`src/rtl/neuron_buffer_sequencer.sv`:
```
// Neuron buffer sequencer: ping-pongs two neuron buffers (N1/N2) across the
// layers of a run, issuing read addresses toward the conv unit and write
// addresses for words returned by the pool unit. After each layer the read and
// write buffers swap roles. The last layer's output is left in the read buffer
// for host access.
module neuron_buffer_sequencer #(
    parameter int A = 7,
    parameter int L = 4
) (
    input  logic         clk,
    input  logic         reset,
    input  logic         start,
    input  logic         abort,
    input  logic [L-1:0] numLayers,
    input  logic [A:0]   readLen,
    input  logic [A:0]   writeLen,
    input  logic         stallIn,
    input  logic         poolValid,
    output logic         readBufferSelect,
    output logic [A-1:0] readBuffAddress,
    output logic [A-1:0] writeBuffAddress,
    output logic         readEn,
    output logic         writeEn,
    output logic [L-1:0] layerIdx,
    output logic         busy,
    output logic         done,
    output logic         overflow
);

    typedef enum logic [1:0] {IDLE, RUN, SWAP, DONE} state_t;

    state_t       state_q;
    logic [A:0]   rdCnt_q, wrCnt_q;
    logic [A:0]   readLen_q, writeLen_q;
    logic [L-1:0] numLayers_q, layer_q;
    logic         sel_q, ovf_q;
    logic [A:0]   rdCnt_d, wrCnt_d;
    logic [L:0]   layerNext;
    logic         startOk, layerDone, lastLayer;

    // Counters are one bit wider than the address so a full 2^A-word layer
    // ends at rdCnt==2^A instead of wrapping back to zero.
    assign readEn  = (state_q == RUN) && (rdCnt_q < readLen_q) && !stallIn;
    assign writeEn = (state_q == RUN) && poolValid && (wrCnt_q < writeLen_q);

    assign rdCnt_d   = rdCnt_q + {{A{1'b0}}, 1'b1};
    assign wrCnt_d   = wrCnt_q + {{A{1'b0}}, 1'b1};
    assign layerNext = {1'b0, layer_q} + {{L{1'b0}}, 1'b1};
    assign lastLayer = (layerNext == {1'b0, numLayers_q});
    assign startOk   = start && (numLayers != '0) && (readLen != '0) && (writeLen != '0);
    assign layerDone = (rdCnt_q == readLen_q) && (wrCnt_q == writeLen_q);

    assign readBufferSelect = sel_q;
    assign readBuffAddress  = rdCnt_q[A-1:0];
    assign writeBuffAddress = wrCnt_q[A-1:0];
    assign layerIdx         = layer_q;
    assign busy             = (state_q == RUN) || (state_q == SWAP);
    assign done             = (state_q == DONE);
    assign overflow         = ovf_q;

    // Run sequencing FSM with layer/address counters and sticky overflow.
    always_ff @(posedge clk or posedge reset) begin
        if (reset) begin
            state_q     <= IDLE;
            rdCnt_q     <= '0;
            wrCnt_q     <= '0;
            readLen_q   <= '0;
            writeLen_q  <= '0;
            numLayers_q <= '0;
            layer_q     <= '0;
            sel_q       <= 1'b0;
            ovf_q       <= 1'b0;
        end else begin
            // A pool word that could not be written is lost; flag it.
            if (poolValid && !writeEn) ovf_q <= 1'b1;
            case (state_q)
                IDLE: begin
                    if (startOk) begin
                        numLayers_q <= numLayers;
                        readLen_q   <= readLen;
                        writeLen_q  <= writeLen;
                        rdCnt_q     <= '0;
                        wrCnt_q     <= '0;
                        layer_q     <= '0;
                        ovf_q       <= 1'b0;
                        state_q     <= RUN;
                    end
                end
                RUN: begin
                    if (abort) begin
                        rdCnt_q <= '0;
                        wrCnt_q <= '0;
                        layer_q <= '0;
                        state_q <= IDLE;
                    end else begin
                        if (readEn)  rdCnt_q <= rdCnt_d;
                        if (writeEn) wrCnt_q <= wrCnt_d;
                        if (layerDone) state_q <= SWAP;
                    end
                end
                SWAP: begin
                    rdCnt_q <= '0;
                    wrCnt_q <= '0;
                    if (abort) begin
                        layer_q <= '0;
                        state_q <= IDLE;
                    end else begin
                        sel_q <= ~sel_q;
                        if (lastLayer) begin
                            state_q <= DONE;
                        end else begin
                            layer_q <= layerNext[L-1:0];
                            state_q <= RUN;
                        end
                    end
                end
                default: begin
                    if (abort) layer_q <= '0;
                    state_q <= IDLE;
                end
            endcase
        end
    end

endmodule

```
`config.mk`:
```
export PLATFORM = sky130hd
export DESIGN_NAME = neuron_buffer_sequencer
export DESIGN_NICKNAME = d
export VERILOG_FILES = /design/src/rtl/neuron_buffer_sequencer.sv
export SDC_FILE = /design/constraint.sdc
export NUM_CORES = 1
export LEC_CHECK = 0
export BUFFER_PORTS_ARGS = -buffer_cell sky130_fd_sc_hd__buf_2
export CORE_ASPECT_RATIO = 0.8
export CORE_UTILIZATION = 55
export CTS_CLUSTER_SIZE = 30
export DETAILED_ROUTE_END_ITERATION = 8
export PLACE_DENSITY = 0.82
export RECOVER_POWER = 25
export SYNTH_ARGS = -nofsm -noshare
export SYNTH_HDL_FRONTEND = slang
export SYNTH_SLANG_ARGS = --single-unit
```
`constraint.sdc`:
```
create_clock -name clk -period 6.3 [get_ports clk]
set_clock_uncertainty 0.05 [all_clocks]
set_input_delay 0.315 -clock clk [delete_from_list [all_inputs] [get_ports clk]]
set_output_delay 0.315 -clock clk [all_outputs]
set_load 0.05 [all_outputs]
```
Yosys cells after proc, flatten, opt, wreduce, memory -nomap -nowiden

Index checks and enable logic that the tools add are counted.
W data, S select, Z words.

Add/subtract/negate cells: 3
Order comparisons: 2
Equality and inequality tests: 11
Mux-type cells: 21
Bitwise operators: 2
Reduce and logical (&&, ||, !) cells: 24

Operators by type and width:

| kind                  | count |
|---|---|
| $pmux W8 S3           | 2 |
| $mux W8               | 5 |
| $add A8 B1 Y8 const B | 2 |
| $eq A8 B8 Y1          | 2 |
| $lt A8 B8 Y1          | 2 |
| $mux W4               | 4 |
| $reduce_bool A8 Y1    | 2 |
| $ne A3 B3 Y1 const B  | 4 |
| $mux W2               | 5 |
| $logic_and A1 B1 Y1   | 9 |
| $reduce_and A3 Y1     | 3 |
| $pmux W4 S2           | 1 |
| $pmux W2 S3           | 1 |
| $reduce_and A2 Y1     | 3 |
| $reduce_bool A3 Y1    | 2 |
| $add A4 B1 Y5 const B | 1 |
| $eq A5 B4 Y1          | 1 |
| $eq A2 B2 Y1 const B  | 2 |
| $reduce_bool A4 Y1    | 1 |
| $mux W1               | 3 |
| $eq A2 B1 Y1 const B  | 1 |
| $logic_not A1 Y1      | 2 |
| $logic_not A2 Y1      | 1 |
| $ne A2 B2 Y1 const B  | 1 |
| 2 further kinds       | 3 |

Register bits after elaboration: 44
Output and inout port bits: 24
Word-level logic and storage cells: 72

Longest topological paths before layout

Gate-level depths: netlist of the first run.

Word-level depth: 8
Depth in mapped cells: 9
Mapped depth without buffers: 8

Worst setup path after synthesis of the first run

No wires, ideal clock.

Path kind: register to register
Start point: register state_q[0]
End point: register wrCnt_q[3]
Data arrival time: 2.085 ns
Data required time: 6.172 ns
Setup slack: 4.087 ns
Stages on the path, launching flop included: 8
Buffers on the path: 1
Clock period less this slack: 2.213 ns
Cells stage by stage: dfrtp_1 > ha_1 > or2_2 > o31ai_4 > nand3_2 > buf_2 > or3_1 > a21oi_1

Cells in the longest elaborated chain, start to end: 5
Elaborated cells between the ends (all ways): 10
Those cells by class: 4 x eq/ne; 1 x mux; 5 x reduce/logical

RTL lines:

| item                               | RTL line | RTL |
|---|---|---|
| start: declaration                 | 32       | `state_t state_q;` |
| start signal: assignment           | 64       | `state_q <= IDLE;` |
| start signal: assignment           | 86       | `state_q <= RUN;` |
| start signal: assignment           | 94       | `state_q <= IDLE;` |
| $eq A2 B1 Y1                       | 44, 76   |  |
| $logic_and A1 B1 Y1 (2 in a row)   | 44       | `assign writeEn = (state_q == RUN) && poolValid && (wrCnt_q < writeLen_q);` |
| $ne A3 B3 Y1 (no source line)      | --       |  |
| $reduce_and A3 Y1 (no source line) | --       |  |
| end signal: assignment             | 97       | `if (writeEn) wrCnt_q <= wrCnt_d;` |
| end: declaration                   | 33       | `logic [A:0] rdCnt_q, wrCnt_q;` |

Parallel ways exist; a longest one is shown, timed or not.
A chain may end at the register's enable or synchronous reset.

Worst setup path in the final report of the first run

Start point: register wrCnt_q[5]
End point: register wrCnt_q[7]

Cells in the longest elaborated chain, start to end: 4
Elaborated cells between the ends (all ways): 8
Those cells by class: 1 x add/sub; 1 x order compare; 1 x eq/ne; 3 x mux; 2 x reduce/logical

RTL lines:

| item                                                    | RTL line |
|---|---|
| $add A8 B1 Y8 / $lt A8 B8 Y1 (equally long branches)    | 47, 44 |
| $mux W8 / $logic_and A1 B1 Y1 (equally long branches)   | 97, 44 |
| $mux W8 / $ne A3 B3 Y1 (equally long branches)          | -- |
| $pmux W8 S3 / $reduce_and A3 Y1 (equally long branches) | -- |

Parallel ways exist; a longest one is shown, timed or not. The select of a mux whose other input is x is not followed.

==> run summary, run 1 <==
The checks that failed: capacitance limit, slew limit. Setup repair after global routing left no endpoint under its margin. For the synthesized netlist net count, the log shows 324.

Counting flops with an async set or reset pin after synthesis yields a share of 100.0%. The hold-fix buffer count after cts is 0, and the clock latency at the later pin of the worst-skew pair is 0.30 ns. The critical path is of the flop to flop type.

The die covers 0.005158 sq mm. The aggregate negative setup slack came out at 0 ns. The region available for standard cell placement spans 0.004624 sq mm. Dividing total power by cell area gives a power density of 386.0 mW/mm^2. The share of synthesized area in the top cell type comes to 41.08%.

Among all flip-flop cells after synthesis, the most frequent one is sky130_fd_sc_hd__dfrtp_1. The synthesized design contains 44 register bits. TritonCTS built the clock tree.

The longest clock path from root to sink contains 2 buffers. The count of buffers added on input and output ports is 49. The via count of the first global-routing pass is 2055, and the share of cells above drive strength 1 is 23.96%. The library cell used most frequently in the layout, excluding fill and tap cells, is sky130_fd_sc_hd__buf_2. The final route contains 2139 vias. The portion of synthesized area spent on multiplexers is 5.882%. The maximum fanout encountered on the critical timing path was 14. The first detailed-routing pass ran for 4 iterations.

The run gives 2.64 ns as the data arrival time of the worst path. Walking the worst path, the cells encountered are ha_1, a211oi_1, o2111ai_1, nand2_1, nand3_2, or4_1, a21oi_1. Setup violations remaining at the end of the flow were counted as 0. The post-CTS clock slew at the launch and capture registers of the worst setup and hold paths is 0.08 ns. The initial core utilization was 57.95%; the final max-slew violation count was 45. For the standby leakage power, the log shows 1.435 nW. The compound-gate portion of the synthesized area came out at 15.73%.

The run gives 5.618 mm as the routed wire length. In the layout the commonest cells are sky130_fd_sc_hd__buf_2, sky130_fd_sc_hd__dfrtp_1, sky130_fd_sc_hd__inv_1, sky130_fd_sc_hd__ha_1, sky130_fd_sc_hd__nand2_1. In the final routed layout, each cell accounts on average for 15.06 microns. The die extent in y was 64.44 microns; the global-route congestion overflow total was 0.

For the net count reported at finish, the log shows 361. Entering global routing, the biggest net connects 45 pins. From left edge to right edge, the die measures 80.05 microns. At the worst endpoint, the required time is 6.48 ns.

VDD sags by at most 0.1688 mV. CTS built an H-tree with a depth of 2. After layout, the design draws a total of 0.001140 W. Half-perimeter wire length after detailed placement: 4.181 mm. In this run the worst hold path is classified as input port to flop. The post-CTS setup buffer count is 0.

The signed area change from the synthesized netlist to the final layout was 10.22%. For this design, the sink count on the clock tree is 44. For the wire length of the first global-routing pass, the log shows 9.591 mm. For the achievable clock frequency, the log shows 0.4060 GHz. The slowest library cell on the worst path is sky130_fd_sc_hd__or4_1. The cell at the root of the clock tree is sky130_fd_sc_hd__clkbuf_8. The adder and majority cell fraction of the synthesized area is 10.74%. The slew at the pin with the worst max-slew slack is 2.388 ns, and the largest incremental delay on the critical path is 0.56 ns.

The combinational family with the most area after synthesis is compound AO/OA/AOI/OAI gates. 50 I/O pins were placed. Synthesis produced 275 cells. Of all cell types, the one taking the most synthesized area is sky130_fd_sc_hd__dfrtp_1. The detail route stage leaves a number of antenna-violating nets equal to 0. In the finished design, the share of the clock period the worst path needs comes to 39.10%. The time the final worst path needs with I/O delays and setup is 2.463 ns, and the number of buffers added by the clock tree synthesis step is 5. The weighted congestion at the end of routability-driven global placement is 0.8151. For this run, the total global-route usage over all layers was measured as 24.70%. The run gives 0 as the initial antenna violation count. The average instance in the mapped netlist occupies 9.746 sq um. The detailed router finished its first iteration with 114 violations. Of the total synthesized cell area, the portion taken by XOR and XNOR cells is 2.941%.

Average vias per placed instance: 5.735. The tools report the distinct cell type count after synthesis as 40. The post-synthesis share of cell area spent on and, or, nand and nor gates works out to 14.89%. Max-capacitance violation count: 1. The number of antenna diodes in the final layout is 0. The floorplan has 22 rows.

The relative slew slack is -59.19%. Yosys mapped a number of flops with a built-in enable equal to 0. The worst setup path is captured at a flop.

Yosys printed 0 warnings. Sequential cells were found to cover 41.08% of the synthesized design area. The DRC violations left is 0.

In the post-synthesis netlist, the biggest area contributors are sky130_fd_sc_hd__dfrtp_1, sky130_fd_sc_hd__ha_1, sky130_fd_sc_hd__mux2_2. Once the clock tree was built, the resizer swapped 0 gates to a different size. The mapped netlist covers 0.002680 sq mm. For the number of hold violations in the final report, the log shows 0. The kind of start point of the critical path is a flop.

The flow ran to the end, but the final reports show violations.
[cells in the mapped netlist (3+ instances only)]
cell type                  count
sky130_fd_sc_hd__a211oi_1      3
sky130_fd_sc_hd__a21o_1        5
sky130_fd_sc_hd__a21oi_1      15
sky130_fd_sc_hd__and2_1        3
sky130_fd_sc_hd__buf_2         4
sky130_fd_sc_hd__buf_4        14
sky130_fd_sc_hd__dfrtp_1      44
sky130_fd_sc_hd__ha_1         23
sky130_fd_sc_hd__inv_1        24
sky130_fd_sc_hd__mux2_2       14
sky130_fd_sc_hd__nand2_1      22
sky130_fd_sc_hd__nand3_1       6
sky130_fd_sc_hd__nand4_1       8
sky130_fd_sc_hd__nor2_1        8
sky130_fd_sc_hd__nor2b_1       3
sky130_fd_sc_hd__nor3_1        3
sky130_fd_sc_hd__nor4_1        3
sky130_fd_sc_hd__o211ai_1      3
sky130_fd_sc_hd__o21ai_0      14
sky130_fd_sc_hd__o21ai_1       7
sky130_fd_sc_hd__o31ai_1       6
sky130_fd_sc_hd__o41ai_1       4
sky130_fd_sc_hd__or3_1         6
sky130_fd_sc_hd__or4_1         7
sky130_fd_sc_hd__xnor2_1       7
[registers in the layout, summed over array words and instances (netlist names)]
signal and cells:
rdCnt_q 8, state_q 2, numLayers_q 4, readBufferSelect 1, writeLen_q 8, readLen_q 8
wrCnt_q 8, overflow 1, layerIdx 4
[path summary, 6_finish.rpt]
kind | cells past startpoint | end | slack [ns] | start
max | 7 | wrCnt_q[7]$_DFFE_PP0P_ | 3.84 | wrCnt_q[5]$_DFFE_PP0P_
min | 3 | writeLen_q[4]$_DFFE_PP0P_ | 0.18 | writeLen[4]
max reg2reg | 7 | wrCnt_q[7]$_DFFE_PP0P_ | 3.84 | wrCnt_q[5]$_DFFE_PP0P_
min reg2reg | 1 | readBufferSelect$_DFFE_PP0P_ | 0.42 | readBufferSelect$_DFFE_PP0P_
max in group asynchronous | 3 | writeLen_q[2]$_DFFE_PP0P_ | 4.01 | reset
min in group asynchronous | 3 | numLayers_q[2]$_DFFE_PP0P_ | 0.82 | reset
[power breakdown]
part	switching, W	leakage [nW]	internal, W
Combinational	0.000342	0.825	0.000192
Clock	0.0000961	0.0455	0.0000896
Sequential	0.0000534	0.565	0.000368
[layout make-up]
class | count | area, sq um
clock buffers | 8 | 90.09
fillers | 382 | 1670
inverters | 25 | 93.84
multi-input cells | 186 | 1345
flip-flops and latches | 44 | 1101
well taps | 60 | 75.07
repair buffers | 50 | 249.0
[critical path: cells and delay by family, from the launching register on]
family	cells	cell delay [ns]
flip-flops	1	0.44
AO/OA/AOI/OAI	3	0.63
AND/OR/NAND/NOR	3	0.92
adder cells (fa/ha/maj)	1	0.33
[per-stage QoR]
step | setup slack (ns) | area (sq um) | cells | hold WS [ns] | util (%)
4_1_cts | 3.832 | 2958 | 373 | 0.1040 | 63.96
3_5_place_dp | 3.899 | 2868 | 365 | 0.4124 | 62.01
2_1_floorplan | 4.087 | 2680 | 275 | 0.3607 | -
5_1_grt | 3.448 | 2954 | 373 | 0.2102 | 63.88
6_report | 3.837 | 2954 | 373 | 0.1848 | 63.88
3_3_place_gp | 3.999 | 2868 | 365 | 0.4084 | 62.01
[cell families (layout without fill, tap and decap cells)]
group                      count (synthesis)  after routing
AOI/OAI and AO/OA                         65             65
xor gates and xnor gates                   9              9
adders and majority gates                 23             23
buffers and inverters                     45             83
DFF                                       44             44
muxes                                     14             14
and+or+nand+nor                           75             75
[layer usage]
metal | routed length [microns] | part of all wire (%) | GRT usage [%] | vias to the layer above
li1 | - | - | - | 1058
met5 | 0 | 0 | 0 | -
met4 | 89 | 1.6 | 9.152 | 0
met3 | 252 | 4.5 | 5.070 | 8
met2 | 2535 | 45 | 38.14 | 55
met1 | 2741 | 49 | 34.31 | 1018
(Power assumes the default switching activity.)
==> inputs of run 2 (changes only) <==
--- a/config.mk
+++ b/config.mk
@@ -7,10 +7,10 @@
 export LEC_CHECK = 0
 export BUFFER_PORTS_ARGS = -buffer_cell sky130_fd_sc_hd__buf_2
 export CORE_ASPECT_RATIO = 0.8
-export CORE_UTILIZATION = 55
+export CORE_UTILIZATION = 50
 export CTS_CLUSTER_SIZE = 30
 export DETAILED_ROUTE_END_ITERATION = 8
-export PLACE_DENSITY = 0.82
+export PLACE_DENSITY = 0.79
 export RECOVER_POWER = 25
 export SYNTH_ARGS = -nofsm -noshare
 export SYNTH_HDL_FRONTEND = slang
==> constraint.sdc (replaced) <==
create_clock -name clk -period 2.2 [get_ports clk]
set_clock_uncertainty 0.05 [all_clocks]
set_input_delay 0.11 -clock clk [delete_from_list [all_inputs] [get_ports clk]]
set_output_delay 0.11 -clock clk [all_outputs]
set_load 0.05 [all_outputs]
==> run 2 against run 1 <==
- critical endpoint is now rdCnt_q[5]$_DFFE_PP0P_
- highest routed layer unchanged
- clock power rose to 3.0 times the previous value
- wire length rose by 19%
- the flow finishes with violations (DRC, hold timing, setup timing)
- sequential power rose to 2.8 times the previous value
==> run summary, run 2 (synthesis gave the netlist of run 1 again) <==
The run finished, with violations left. The final reports fail on DRC, hold timing, setup timing. The worst path uses 101.2% of the clock period. For this design the static power due to leakage is 1.661 nW.

The final max-slew violation count is 0, and the worst hold path stage count is 2. Setup violations remaining at the end of the flow were counted as 3. For the total core area, the log shows 0.005094 sq mm.

IR analysis of the VDD net gives a maximum drop of 0.5744 mV. Setup repair after global routing could not meet its margin everywhere. Largest incremental delay on the critical path: 0.51 ns. The worst hold path belongs to the class input port to flop. After the first detailed-routing iteration, the DRC count stood at 124. Across the run, the number of max-cap violations was 0. The tools report the routed wire length as 6.702 mm.

TritonCTS built the clock tree. The multi-input combinational cells in the finished layout cover a total of 0.001431 sq mm. The number of sinks driven by the clock tree is 44, and the standard-cell row count is 23.

The setup check on the worst reg-to-reg path leaves a slack of -0.03 ns. The achievable clock frequency is 0.4490 GHz. The average vias per placed instance was 5.589. The tools report the startpoint of the most critical setup path as rdCnt_q[1]$_DFFE_PP0P_. The cell at the root of the clock tree was sky130_fd_sc_hd__clkbuf_8.

For this run, design rule violations remaining after detail routing come to 8. Once the floorplan was initialized, standard cells occupied 52.62% of the core. Power comes to 0.003708 W. At the end of routability-driven placement, the weighted congestion stood at 0.8069.

The die is 83.86 microns wide. The signal on the critical path passes through ha_1, nor2b_4, o211ai_1, a211o_1, nand3_4, or4_4, a21oi_1. The via count of the first global-routing pass was 2232; the number of buffers added by the clock tree synthesis step was 5. The run gives 0 as the number of antenna repair diodes. The critical path runs through a total of 7 cells. Category of the critical setup timing path: flop to flop.

The initial antenna violation count is 0. The worst register-to-register path begins at rdCnt_q[1]$_DFFE_PP0P_. After detailed routing, no signal wire sits above met4. The logs give 0.32 ns for the clock latency at the later pin of the worst-skew pair and 67.08% for the end-of-flow core utilization. Across the whole layout, storage elements account for 0.001102 sq mm. The post-CTS clock slew at the launch and capture registers of the worst setup and hold paths came out at 0.08 ns. Slack of the critical path: -0.02705 ns.

The number of cells on the worst reg-to-reg path was 7; the die extent in y was 67.49 microns. The required time of the worst setup path was 2.39 ns. At the end of the flow, the number of nets in the layout was 405. Along the worst path, the maximum fanout reaches 6. Global routing used 24.30% of the available tracks across all layers.

Leaving out fill and tap cells, the most frequent cells in the layout are sky130_fd_sc_hd__buf_2, sky130_fd_sc_hd__dfrtp_1, sky130_fd_sc_hd__buf_4. The final route contains 2342 vias. The largest net degree at the start of global routing was 22. After layout, the minimum clock period comes to 2.227 ns. The largest individual stage delay along the critical path comes from the cell sky130_fd_sc_hd__or4_4.

For this design the top-level I/O count stands at 50. The finished cells cover 0.003417 sq mm. The logs give 48.40% for the relative slew slack and 0 for the global-route congestion overflow total. The run gives -0.0003959 ns as the minimum hold slack. The finished layout holds 419 standard cells, fillers aside.

The run gives 0.005659 sq mm as the die outline area. The tools report the kind of start point of the critical path as a flop. Among cell families on the critical path, the largest total delay comes from simple AND/OR/NAND/NOR gates. The share of cells above drive strength 1 is 34.45%, and the wire length of the first global-routing pass is 10.39 mm. For this design the ratio of total power to cell area is 1085 mW/mm^2. At the pin with the least slew margin, the transition time is 0.7692 ns. The end point of the critical path is rdCnt_q[5]$_DFFE_PP0P_. The wire-length estimate of the detail-placed layout is 4.693 mm. For this block, wires on met1 add up to 3.011 mm. The number of hold violations in the final report was 1.

The first detailed-routing pass ran for 6 iterations. The mean routed wirelength per cell is 16.00 microns. The endpoint identified for the worst register-to-register timing path is rdCnt_q[5]$_DFFE_PP0P_.

The post-route antenna net violation count is 0, and the data arrival time of the worst path is 2.42 ns. Depth of the CTS H-tree: 2. Signed area change from the synthesized netlist to the final layout: 27.50%. Input and output buffers added on the ports amount to 49. The commonest non-fill, non-tap cell in the layout is sky130_fd_sc_hd__buf_2. The filler cell count was 406; the post-placement cell area was 0.003030 sq mm.

After detailed routing, the met2 layer carries 3.227 mm of wire. Total met3 wirelength after detailed routing: 330 microns. The number of cells in the design after placement is 388. The worst path buffer plus inverter count was 0; the buffer depth of the longest clock path was 2. STA classifies the critical path endpoint as a flop.
## run 2: worst min-delay path by stage
stage | from | to | slack (ns)
floorplan | abort | layerIdx[1]$_DFFE_PP0P_ | 0.16
CTS | readLen[0] | readLen_q[0]$_DFFE_PP0P_ | 0.001
finish | numLayers[0] | numLayers_q[0]$_DFFE_PP0P_ | -0.0004
detailed placement | reset | numLayers_q[2]$_DFFE_PP0P_ | 0.15
global route | readLen[0] | readLen_q[0]$_DFFE_PP0P_ | 0.0004
global placement | reset | numLayers_q[2]$_DFFE_PP0P_ | 0.13
## run 2: timing repair
| action | in CTS | in global routing |
|---|---|---|
| endpoints found under the hold margin | 30 | 0 |
| endpoints found under the setup margin | 7 | 15 |
| setup buffers | 6 | 6 |
| hold buffers | 11 | 0 |
| resized for setup | 4 | 20 |
| cloned | 0 | 0 |
| pin swaps | 6 | 11 |
## run 2: where the power goes
group	switching, W	leakage (nW)	internal (W)	total (W)
combinational	0.00112	1.05	0.000840	0.00196
clock	0.000307	0.0510	0.000251	0.000558
sequential	0.000135	0.563	0.00105	0.00119
total	0.00156	1.66	0.00214	0.00371
## run 2: per-stage QoR
stage                     hold slack, ns  setup TNS [ns]  setup slack [ns]
final                         -0.0003959        -0.06844          -0.02705
after global routing           0.0003850         -0.7917           -0.1110
after CTS                       0.001390               0         0.0006866
after detailed placement          0.1478         -0.1501          -0.04475
after global placement            0.1253               0           0.09676
after floorplan                   0.1557               0            0.1002
## run 2: layer usage
metal  vias to the layer above  track usage, %
met3                        12           4.156
met4                         0           12.72
met2                        79           40.27
met5                         -               0
met1                      1113           31.24
li1                       1138               -
## run 2: worst register-to-register path, cell delays in order (launching register included)
cell and delay (ns):
sky130_fd_sc_hd__dfrtp_1 0.39, sky130_fd_sc_hd__ha_1 0.33, sky130_fd_sc_hd__nor2b_4 0.14, sky130_fd_sc_hd__o211ai_1 0.23, sky130_fd_sc_hd__a211o_1 0.23, sky130_fd_sc_hd__nand3_4 0.13
sky130_fd_sc_hd__or4_4 0.52, sky130_fd_sc_hd__a21oi_1 0.15
## run 2: layout make-up
type	count	share of cell area, %
Clock buffer	6	2.417
Clock inverter	2	0.2929
Inverter	25	2.746
Multi-Input combinational cell	186	41.89
Sequential cell	44	32.26
Tap cell	62	2.270
Timing Repair Buffer	94	18.13
==> inputs of run 3 (changes only) <==
--- a/config.mk
+++ b/config.mk
@@ -5,12 +5,12 @@
 export SDC_FILE = /design/constraint.sdc
 export NUM_CORES = 1
 export LEC_CHECK = 0
-export BUFFER_PORTS_ARGS = -buffer_cell sky130_fd_sc_hd__buf_2
 export CORE_ASPECT_RATIO = 0.8
-export CORE_UTILIZATION = 50
+export CORE_UTILIZATION = 55
 export CTS_CLUSTER_SIZE = 30
 export DETAILED_ROUTE_END_ITERATION = 8
-export PLACE_DENSITY = 0.79
+export DONT_BUFFER_PORTS = 1
+export PLACE_DENSITY = 0.76
 export RECOVER_POWER = 25
 export SYNTH_ARGS = -nofsm -noshare
 export SYNTH_HDL_FRONTEND = slang
==> run 3 against run 2 <==
- the run ends with setup timing left
- count of clock-buffer cells in the layout did not move
- combinational power fell by 11%
- total power fell by 2.6%
- non-clock buffer count fell by 37
- die area fell by 8.9%
- cell count fell by 9.3%
- worst setup slack improved by 0.023 ns
- sequential share of layout area rose by 1.1 points
- clock power rose by 11%
- flip-flop and latch count did not move
- first-iteration DRC count fell by 13%
- cell area fell by 3.5%
- critical endpoint unchanged
==> run summary, run 3 (synthesis gave the netlist of run 1 again) <==
The half-perimeter wire length after detailed placement is 4.385 mm. Setup repair after global routing could not meet its margin everywhere. The relative slew slack is 27.96%, and the die extent in y is 64.44 microns. In this run the tool buffered the top-level ports with 0 buffer cells.

Data on the critical path arrives at its endpoint at 2.38 ns. The die covers 0.005158 sq mm. The final period utilization was 100.2%.

The number of failing setup endpoints in the final timing report was 1; the post-CTS clock slew at the launch and capture registers of the worst setup and hold paths was 0.08 ns. The tools report the kind of start point of the critical path as a flop. The width of the die works out to 80.05 microns. The run gives 0.003298 sq mm as the cell area after layout.

In this run the standard cell core region covers 0.004624 sq mm. The checks that failed: setup timing. Of all nets on the critical path, the largest fanout is 4.

Max-cap violations in this run came to 0. At the end of the flow, the number of nets in the layout was 368. The flow ran to the end, but the final reports show violations. The final route contains 2194 vias.

The slew at the pin with the worst max-slew slack was 1.081 ns. Power density over the cells: 1095 mW/mm^2. The critical path is of the flop to flop type. TritonCTS built the clock tree. The top cell types in the final layout, fill and taps aside, are sky130_fd_sc_hd__dfrtp_1, sky130_fd_sc_hd__buf_4, sky130_fd_sc_hd__dlygate4sd3_1. The H-tree was split into 2 levels. The tools report the minimum hold slack as 0.02235 ns.

Walking the worst path, the cells encountered are ha_1, nor2b_1, o211ai_1, a211o_1, nand3_4, or4_4, a21oi_2. Timing would allow up to 0.4537 GHz. The first detailed-routing pass took 4 iterations. The final max-slew violation count is 0, and the largest net degree at the start of global routing is 21. The share of cells above drive strength 1 came out at 24.06%. VDD sags by at most 0.6380 mV. The design draws 0.003610 W. Dividing the detail-routed via count by the number of cells gives 5.774.

Compared with the post-synthesis result, the final layout area differs by 23.06%. The global-route congestion overflow total was 0; the clock latency at the later pin of the worst-skew pair was 0.30 ns. Largest incremental delay on the critical path: 0.55 ns. The tree is rooted in a sky130_fd_sc_hd__clkbuf_8. The end-of-flow core utilization came out at 71.32%.

Once detail routing completed, the nets flagged for antenna violations numbered 0. The run gives 44 as the number of sinks driven by the clock tree. The slowest library cell on the worst path is sky130_fd_sc_hd__or4_4.

Data on the critical path is required at its endpoint by 2.38 ns. The path class of the tightest hold or removal check is input port to flop. The logs give -0.003956 ns for the slack of the critical path and 2153 for the via count of the first global-routing pass. After detailed routing, the average wire length per cell comes to 16.48 microns.

The logs give 0 for the initial antenna violation count and 108 for the DRC marker count from the first detailed-route iteration. Routability-driven placement finished with a final weighted congestion of 0.8178. The global routing usage summed across all routing layers is 26.11%. For this run, design rule violations remaining after detail routing come to 0. The number of top-level pins was 50; the placement-stage worst setup slack was 0.04376 ns. The logs give 1.499 nW for the standby leakage power and 2 for the buffer depth of the longest clock path. The logs give 0 for the number of hold violations in the final report and 6.261 mm for the routed wire length. Counting the buffers created by CTS gives 5. The repair_antennas step left the layout with diodes totalling 0. The worst path needs 2.204 ns of the cycle, external delays included.

The library cell used most frequently in the layout, excluding fill and tap cells, is sky130_fd_sc_hd__dfrtp_1. The first global-routing pass estimated 10.17 mm of wire. For this configuration, the core starts out at a cell density of 57.95%. After detailed placement, the total cell area comes to 0.002843 sq mm.

STA classifies the critical path endpoint as a flop. The run gives 22 as the standard-cell row count.
-- run 3: cell types whose count changed in the layout (fill, tap and decap cells not counted), moves of 2 or more --
cell	previous run	this run
sky130_fd_sc_hd__a21oi_1	12	10
sky130_fd_sc_hd__a21oi_2	3	5
sky130_fd_sc_hd__buf_2	47	0
sky130_fd_sc_hd__buf_4	31	29
sky130_fd_sc_hd__dlygate4sd3_1	11	23
sky130_fd_sc_hd__or3_1	5	3
sky130_fd_sc_hd__or3_4	1	3
-- run 3: power breakdown --
part	total [W]	internal, W	switching (W)
clock network	0.000619	0.000337	0.000282
logic	0.00174	0.000734	0.00100
registers	0.00125	0.00105	0.000203
-- run 3: final timing paths --
path	startpoint	to	slack, ns	cells after the start
setup / recovery	rdCnt_q[1]$_DFFE_PP0P_	rdCnt_q[5]$_DFFE_PP0P_	-0.004	7
hold / removal	abort	rdCnt_q[1]$_DFFE_PP0P_	0.02	3
setup reg to reg	rdCnt_q[1]$_DFFE_PP0P_	rdCnt_q[5]$_DFFE_PP0P_	-0.004	7
hold reg to reg	readLen_q[2]$_DFFE_PP0P_	readLen_q[2]$_DFFE_PP0P_	0.46	1
max in group asynchronous	reset	wrCnt_q[4]$_DFFE_PP0P_	0.65	3
min in group asynchronous	reset	layerIdx[1]$_DFFE_PP0P_	0.14	2
-- run 3: cell type report --
class | count | area [sq um]
Inverter | 25 | 93.84
Fill cell | 347 | 1326
Clock inverter | 2 | 35.03
Tap cell | 60 | 75.07
Clock buffer | 6 | 72.57
Timing Repair Buffer | 57 | 489.2
Sequential cell | 44 | 1101
Multi-Input combinational cell | 186 | 1431
-- run 3: metrics by stage --
step / std cells / setup TNS (ns)
floorplan: 275 / 0
global placement: 345 / 0
detailed placement: 345 / 0
CTS: 376 / 0
global route: 380 / -0.3279
finish: 380 / -0.003956
-- run 3: what timing repair did --
action / CTS / global route
gates resized for setup: 0 / 22
setup buffers: 0 / 4
endpoints found under the setup margin: 0 / 16
endpoints found under the hold margin: 69 / 0
hold buffers: 23 / 0
-- run 3: critical path, delay by kind of cell, from the launching register on --
family                   cells  cell delay [ns]
AO/OA/AOI/OAI                3             0.59
adder cells (fa/ha/maj)      1             0.31
flip-flops                   1             0.39
AND/OR/NAND/NOR              3             0.80
-- run 3: per-layer routing --
layer | vias to the layer above | track usage, % | part of all wire (%)
li1 | 1068 | - | -
met1 | 1066 | 35.29 | 47
met2 | 55 | 41.88 | 46
met3 | 5 | 6.197 | 5.7
met4 | 0 | 7.589 | 0.91
met5 | - | 0 | 0
